[src/rtl/bus_sequencer.sv]
// bus_sequencer: 8-bit multiplexed address/data bus master.
// Caches the high address byte and drives every pad from a register.
module bus_sequencer #(
  parameter int unsigned WAIT_STATES = 0
) (
  input  logic        clk,
  input  logic        rst_n,
  input  logic        req_valid,
  output logic        req_ready,
  input  logic        req_we,
  input  logic [15:0] req_addr,
  input  logic [7:0]  req_wdata,
  input  logic        hi_flush,
  output logic        rsp_valid,
  output logic [7:0]  rsp_rdata,
  output logic [7:0]  bus_out,
  output logic        bus_drive,
  input  logic [7:0]  bus_in,
  output logic        le_hi,
  output logic        le_lo,
  output logic        oe_n,
  output logic        we_n
);

  typedef enum logic [2:0] {
    S_IDLE,
    S_HI,
    S_LO,
    S_RD,
    S_WR
  } state_t;

  localparam logic [2:0] WS = 3'(WAIT_STATES);

  state_t      state_q, state_d;
  logic [15:0] addr_q, addr_d;
  logic        we_q, we_d;
  logic [7:0]  wdata_q, wdata_d;
  logic [2:0]  cnt_q, cnt_d;
  logic        hi_valid_q, hi_valid_d;
  logic [7:0]  hi_byte_q, hi_byte_d;
  logic        ready_q, ready_d;
  logic        rsp_valid_q, rsp_valid_d;
  logic [7:0]  rdata_q, rdata_d;
  logic        le_hi_q, le_hi_d;
  logic        le_lo_q, le_lo_d;
  logic        oe_n_q, oe_n_d;
  logic        we_n_q, we_n_d;
  logic        drive_q, drive_d;
  logic [7:0]  bus_q, bus_d;
  logic        accept;
  logic        hit;

  assign accept = req_valid && ready_q
               && (state_q == S_IDLE);
  // A flush in the same cycle as acceptance forces a miss.
  assign hit = hi_valid_q && !hi_flush
            && (req_addr[15:8] == hi_byte_q);

  always_comb begin
    state_d     = state_q;
    addr_d      = addr_q;
    we_d        = we_q;
    wdata_d     = wdata_q;
    cnt_d       = cnt_q;
    hi_valid_d  = hi_valid_q;
    hi_byte_d   = hi_byte_q;
    rsp_valid_d = 1'b0;
    rdata_d     = rdata_q;
    unique case (state_q)
      S_IDLE: begin
        if (accept) begin
          addr_d  = req_addr;
          we_d    = req_we;
          wdata_d = req_wdata;
          state_d = hit ? S_LO : S_HI;
        end
      end
      S_HI: begin
        hi_valid_d = 1'b1;
        hi_byte_d  = addr_q[15:8];
        state_d    = S_LO;
      end
      S_LO: begin
        cnt_d   = WS;
        state_d = we_q ? S_WR : S_RD;
      end
      S_RD: begin
        if (cnt_q == 3'd0) begin
          rdata_d     = bus_in;
          rsp_valid_d = 1'b1;
          state_d     = S_IDLE;
        end else begin
          cnt_d = cnt_q - 3'd1;
        end
      end
      S_WR: begin
        if (cnt_q == 3'd0) begin
          rsp_valid_d = 1'b1;
          state_d     = S_IDLE;
        end else begin
          cnt_d = cnt_q - 3'd1;
        end
      end
      default: state_d = S_IDLE;
    endcase
    if (hi_flush) hi_valid_d = 1'b0;
  end

  // Pad values are decoded from the next state so they register
  // alongside it.
  always_comb begin
    ready_d = 1'b0;
    le_hi_d = 1'b0;
    le_lo_d = 1'b0;
    oe_n_d  = 1'b1;
    we_n_d  = 1'b1;
    drive_d = 1'b0;
    bus_d   = 8'h00;
    unique case (state_d)
      S_IDLE: ready_d = 1'b1;
      S_HI: begin
        le_hi_d = 1'b1;
        drive_d = 1'b1;
        bus_d   = addr_d[15:8];
      end
      S_LO: begin
        le_lo_d = 1'b1;
        drive_d = 1'b1;
        bus_d   = addr_d[7:0];
      end
      S_RD: oe_n_d = 1'b0;
      S_WR: begin
        we_n_d  = 1'b0;
        drive_d = 1'b1;
        bus_d   = wdata_d;
      end
      default: ;
    endcase
  end

  always_ff @(posedge clk or negedge rst_n) begin
    if (!rst_n) begin
      state_q     <= S_IDLE;
      addr_q      <= 16'h0000;
      we_q        <= 1'b0;
      wdata_q     <= 8'h00;
      cnt_q       <= 3'd0;
      hi_valid_q  <= 1'b0;
      hi_byte_q   <= 8'h00;
      ready_q     <= 1'b0;
      rsp_valid_q <= 1'b0;
      rdata_q     <= 8'h00;
      le_hi_q     <= 1'b0;
      le_lo_q     <= 1'b0;
      oe_n_q      <= 1'b1;
      we_n_q      <= 1'b1;
      drive_q     <= 1'b0;
      bus_q       <= 8'h00;
    end else begin
      state_q     <= state_d;
      addr_q      <= addr_d;
      we_q        <= we_d;
      wdata_q     <= wdata_d;
      cnt_q       <= cnt_d;
      hi_valid_q  <= hi_valid_d;
      hi_byte_q   <= hi_byte_d;
      ready_q     <= ready_d;
      rsp_valid_q <= rsp_valid_d;
      rdata_q     <= rdata_d;
      le_hi_q     <= le_hi_d;
      le_lo_q     <= le_lo_d;
      oe_n_q      <= oe_n_d;
      we_n_q      <= we_n_d;
      drive_q     <= drive_d;
      bus_q       <= bus_d;
    end
  end

  assign req_ready = ready_q;
  assign rsp_valid = rsp_valid_q;
  assign rsp_rdata = rdata_q;
  assign bus_out   = bus_q;
  assign bus_drive = drive_q;
  assign le_hi     = le_hi_q;
  assign le_lo     = le_lo_q;
  assign oe_n      = oe_n_q;
  assign we_n      = we_n_q;

endmodule

[config.mk]
export PLATFORM = sky130hd
export DESIGN_NAME = bus_sequencer
export DESIGN_NICKNAME = d
export VERILOG_FILES = /design/src/rtl/bus_sequencer.sv
export SDC_FILE = /design/constraint.sdc
export NUM_CORES = 1
export LEC_CHECK = 0
export ABC_AREA = 1
export CORE_MARGIN = 10
export CORE_UTILIZATION = 45
export CTS_CLUSTER_DIAMETER = 60
export DETAILED_ROUTE_END_ITERATION = 6
export GPL_TIMING_DRIVEN = 0
export MAX_ROUTING_LAYER = met4
export PLACE_DENSITY = 0.73
export SYNTH_ARGS = -nofsm -noshare
export SYNTH_HDL_FRONTEND = slang
export SYNTH_SLANG_ARGS = --single-unit
[constraint.sdc]
create_clock -name clk -period 1.8 [get_ports clk]
set_input_delay 0.36 -clock clk [delete_from_list [all_inputs] [get_ports clk]]
set_output_delay 0.36 -clock clk [all_outputs]
set_load 0.05 [all_outputs]
## Yosys cells after proc, flatten, opt, wreduce, memory -nomap -nowiden

Index checks and enable logic that the tools add are counted.

- Register bits after elaboration: 63
- Input bits: 37
- Output and inout port bits: 23

- Add/subtract/negate cells: 1
- Equality and inequality tests: 10
- Mux-type cells: 22
- Reduce and logical (&&, ||, !) cells: 15

Operators with widths:

| kind | count |
|---|---|
| $mux 16 | 2 |
| $pmux 8 s3 | 1 |
| $mux 8 | 2 |
| $eq 3x2->1 const B | 4 |
| $mux 3 | 4 |
| $pmux 3 s4 | 1 |
| $mux 1 | 10 |
| $logic_not 3->1 | 3 |
| $eq 8x8->1 | 1 |
| $eq 3x1->1 const B | 2 |
| $eq 3x3->1 const B | 2 |
| $pmux 3 s2 | 1 |
| $reduce_and 2->1 | 3 |
| $logic_and 1x1->1 | 4 |
| $reduce_bool 2->1 | 2 |
| $reduce_or 3->1 | 1 |
| $sub 3x1->3 const B | 1 |
| $mux 2 | 1 |
| $ne 2x2->1 const B | 1 |
| $reduce_or 2->1 | 1 |
| $logic_not 1->1 | 1 |

## Logic depth before layout (Yosys ltp)

Gate-level depths: netlist of the first run.

- Depth after elaboration: 9
- Mapped depth: 10

## Least setup slack after synthesis of the first run

Ideal clock, no wire load.

- Path kind: reg2reg
- From: reg ready_q, in the netlist req_ready
- To: reg drive_q, in the netlist bus_drive
- Setup time: 0.132 ns
- Arrival: 1.336 ns
- Data required time: 1.668 ns
- Path slack: 0.332 ns
- Cell stages (with the launch flop): 6
- Buffers on the path: 0
- Clock period less this slack: 1.468 ns
- Cells stage by stage: dfrtp_1 -> nand4_4 -> nor2_1 -> nand3_2 -> nand2_1 -> nand3_1

- Longest elaborated chain between the ends: 7
- Elaborated cells between the ends (all ways): 9

RTL lines:

| what | RTL line | text |
|---|---|---|
| start, declared | 42 | `logic ready_q, ready_d;` |
| start signal, assigned | 168 | `ready_q <= ready_d;` |
| $logic_and 1x1->1 (*) | 54 | `assign accept = req_valid && ready_q` |
| $logic_and 1x1->1 (*) | 55 | `&& (state_q == S_IDLE);` |
| $mux 3 (*) | 72 | `if (accept) begin` |
| $pmux 3 s4 (*) | 70 | `unique case (state_q)` |
| $eq 3x3->1, or another cell as far along | 120 | `unique case (state_d)` |
| $reduce_or 3->1 (no source line) (*) | -- |  |
| $mux 1 (*) | 120 |  |
| via drive_d | 49 | `logic drive_q, drive_d;` |
| end signal, assigned | 175 | `drive_q <= drive_d;` |
| end, declared | 49 |  |

Mark *: on every way through the listed nets, which the timed path passes. The rest lies on a longest branch.
A chain may end at the register's enable or synchronous reset.

## Worst setup path after layout of the first run

- From: reg we_n_q, in the netlist we_n
- To: out we_n

RTL lines:

| what | RTL line | text |
|---|---|---|
| start, declared | 48 | `logic we_n_q, we_n_d;` |
| start signal, assigned | 174 | `we_n_q <= we_n_d;` |
| end, declared | 22 | `output logic we_n` |

No word-level cell between the ends.

==> results of run 1 <==
per-stage QoR:
stage | setup WS [ps] | utilization [%] | area [sq um]
final | 83.3 | 59.4 | 3480
after CTS | 64.2 | 59.4 | 3480
after detailed placement | -107 | 57.4 | 3360
after floorplan | 332 | - | 2680
after global placement | -1680 | 57.5 | 3360
after global routing | 7.94 | 59.4 | 3480
cell usage after synthesis, types with 3 or more instances:
| master | instances |
|---|---|
| nand2_1 | 109 |
| dfrtp_1 | 61 |
| inv_1 | 26 |
| nand3_1 | 21 |
| nor2_1 | 18 |
| a21oi_1 | 10 |
| mux2_2 | 8 |
| inv_2 | 5 |
| o21ai_0 | 5 |
| o21ai_1 | 5 |
| buf_2 | 4 |
| nand4_1 | 3 |
report_power, final:
group,leakage [nW],total (W),internal (W),switching (W)
Clock,0.0761,0.000972,0.000481,0.000491
Sequential,0.781,0.00231,0.00204,0.000266
Combinational,0.960,0.00271,0.000834,0.00187
worst min path at each step:
stage          slack (ps)         end        from  cells past startpoint
2_1_floorplan          60   addr_q[0]       rst_n                      0
3_3_place_gp          460  wdata_q[2]  wdata_q[2]                      2
3_5_place_dp          460   addr_q[1]   addr_q[1]                      2
4_1_cts               140        we_q       rst_n                      1
5_1_grt               160        we_q       rst_n                      1
6_report              110        we_q       rst_n                      1
layout make-up:
type | count | area, sq um
fill | 502 | 2370
sequential | 63 | 1580
multi-input combinational | 194 | 942
timing repair buffer | 59 | 559
clock buffer | 12 | 135
inverter | 32 | 123
tap | 75 | 93.8
buffer | 6 | 35.0
clock inverter | 2 | 10.0
cells by family after synthesis:
group           share of synthesized area (%)
simple gates                             25.6
flops                                    58.9
buf+inv                                  5.89
compound gates                           4.90
mux                                      3.36
fa+ha+maj                               0.934
xor+xnor                                0.327
sequential cells by signal, summed over array words and instances, names as in the netlist:
signal	flops
addr_q	16
bus_drive	1
bus_out	8
cnt_q	3
hi_byte_q	8
hi_valid_q	1
le_hi	1
le_lo	1
oe_n	1
req_ready	1
rsp_rdata	8
rsp_valid	1
state_q	3
wdata_q	8
we_n	1
we_q	1
metal layers:
layer  up-vias  wire length [um]  share of wire [%]
met5         -                 0                  0
met4         0                76                1.2
met2        62              2990                 47
li1       1069                 -                  -
met3         8               347                5.5
met1       984              2930                 46
==> impl_metrics.tcl, run 1 <==
set metrics [dict create \
    worstHoldPathType "in -> async" \
    core.rowCount 28 \
    cts_tree "done" \
    fin_crit_sh_pct 95.4 \
    holdBufCountCts 0 \
    fmax_ghz 0.582 \
    insertion_delay_ps 320 \
    core_area_sq_um 5850 \
    die_w_um 97.2 \
    slew_violations 0 \
    area_delta_synth_final_pct 29.8 \
    crit_start "we_n" \
    grtUsageTotal_pct 14.3 \
    r2r_slack_ps 140 \
    tns_ps 0 \
    worstMarginPinSlew_ps 778 \
    relSlewSlack_pct 48.1 \
    crit_required_ps 1440 \
    r2r-end "bus_out[7]" \
    cp-end-kind "primary output" \
    wirelength_um 6350 \
    yosysSeqAreaShare_pct 58.9 \
    critPathMaxFanout 1 \
    synthFlopType "dfrtp_1" \
    critical_path.cell_chain "dlygate4sd2_1" \
    cts_made_buffers 9 \
    setup_viol 0 \
    reg2regPathDepth 9 \
    netlist_instances 295 \
    io_buffer_count 59 \
    synth-edff-count 0 \
    grt_overflow_total 0 \
    start_util_pct 45.8 \
    r2r-start "cnt_q[0]" \
    busiest_layer "met2" \
    vias 2123 \
    final_hold_viol_count 0 \
    power_leakage_nw 1.82 \
    rsz0062_at_grt "no" \
    hold_ws_ps 108 \
    antenna_cells 0 \
    maxCapViolations 0 \
    path_delay_family "buffers and inverters" \
    dpl.cell_count 429 \
    synth_warnings 0 \
    crit_end "we_n" \
    grt_pass1_vias 2223 \
    cts_setup_buffers 0 \
    cp-start-kind "register" \
    use_met1_pct 17.8 \
    path_buf_inv 1 \
    pin_count 60 \
    synth_area_per_cell_sq_um 9.08 \
    vias_per_cell 4.79 \
    postSynthNetCount 334 \
    min_period_ps 1720 \
    critical_path_class "reg -> out" \
    vdd_ir_drop_max_mv 1.04 \
    most-common-layout-cells "nand2_1, dfrtp_1, clkdlybuf4s50_1" \
    crit_cells 1 \
    cts_resized 23 \
    yosys.cell_types.count 27 \
    nNetsFinal 404 \
    critPathSlowestCell "dlygate4sd2_1" \
    clk_path_buf_depth 2 \
    powerDensity_nw_per_um2 1720 \
    dieArea_sq_um 9440 \
    drc 0 \
    place_congestion 0.836 \
    netlist.area_leader.share_pct 57.0 \
    drive_gt1_share_pct 12.0 \
    cts_num_sinks 63 \
    grt_max_degree 64 \
    hpwl_um 4730 \
    fin_skew_ps 4.67 \
    max_stage_delay_ps 530 \
    status "completed" \
    netlist.top_cell.by_area "dfrtp_1" \
    netlist_area_sq_um 2680 \
    path_clk_slew_ps 60 \
    ctsRootBufferMaster "clkbuf_8" \
    yosys-top-cells-area "dfrtp_1, nand2_1, nand3_1" \
    async_flop_share_pct 100 \
    grt_pass1_wl_um 10900 \
    first_pass_iters 4 \
    finalNonFillerCells 443 \
    final_common_cell "nand2_1" \
    use_met2_pct 22.1 \
    met3_usage_pct 2.92 \
    total_power_w 0.00599 \
    drt_iter0_drc 75 \
    ant_nets 0 \
    crit_arrival_ps 1360 \
    ys_ff_latch 63 \
    wl_per_cell_um 14.3 \
    die_y_um 97.2 \
    antenna_found_initial 0 \
    h-tree-depth 3 \
]
(Power assumes the default switching activity.)
==> inputs of run 2 (changes only) <==
--- a/config.mk
+++ b/config.mk
@@ -6,6 +6,7 @@
 export NUM_CORES = 1
 export LEC_CHECK = 0
 export ABC_AREA = 1
+export CAP_MARGIN = 5
 export CORE_MARGIN = 10
 export CORE_UTILIZATION = 45
 export CTS_CLUSTER_DIAMETER = 60
==> results of run 2 <==
The final DEF is identical to that of run 1; final timing and power are the same.
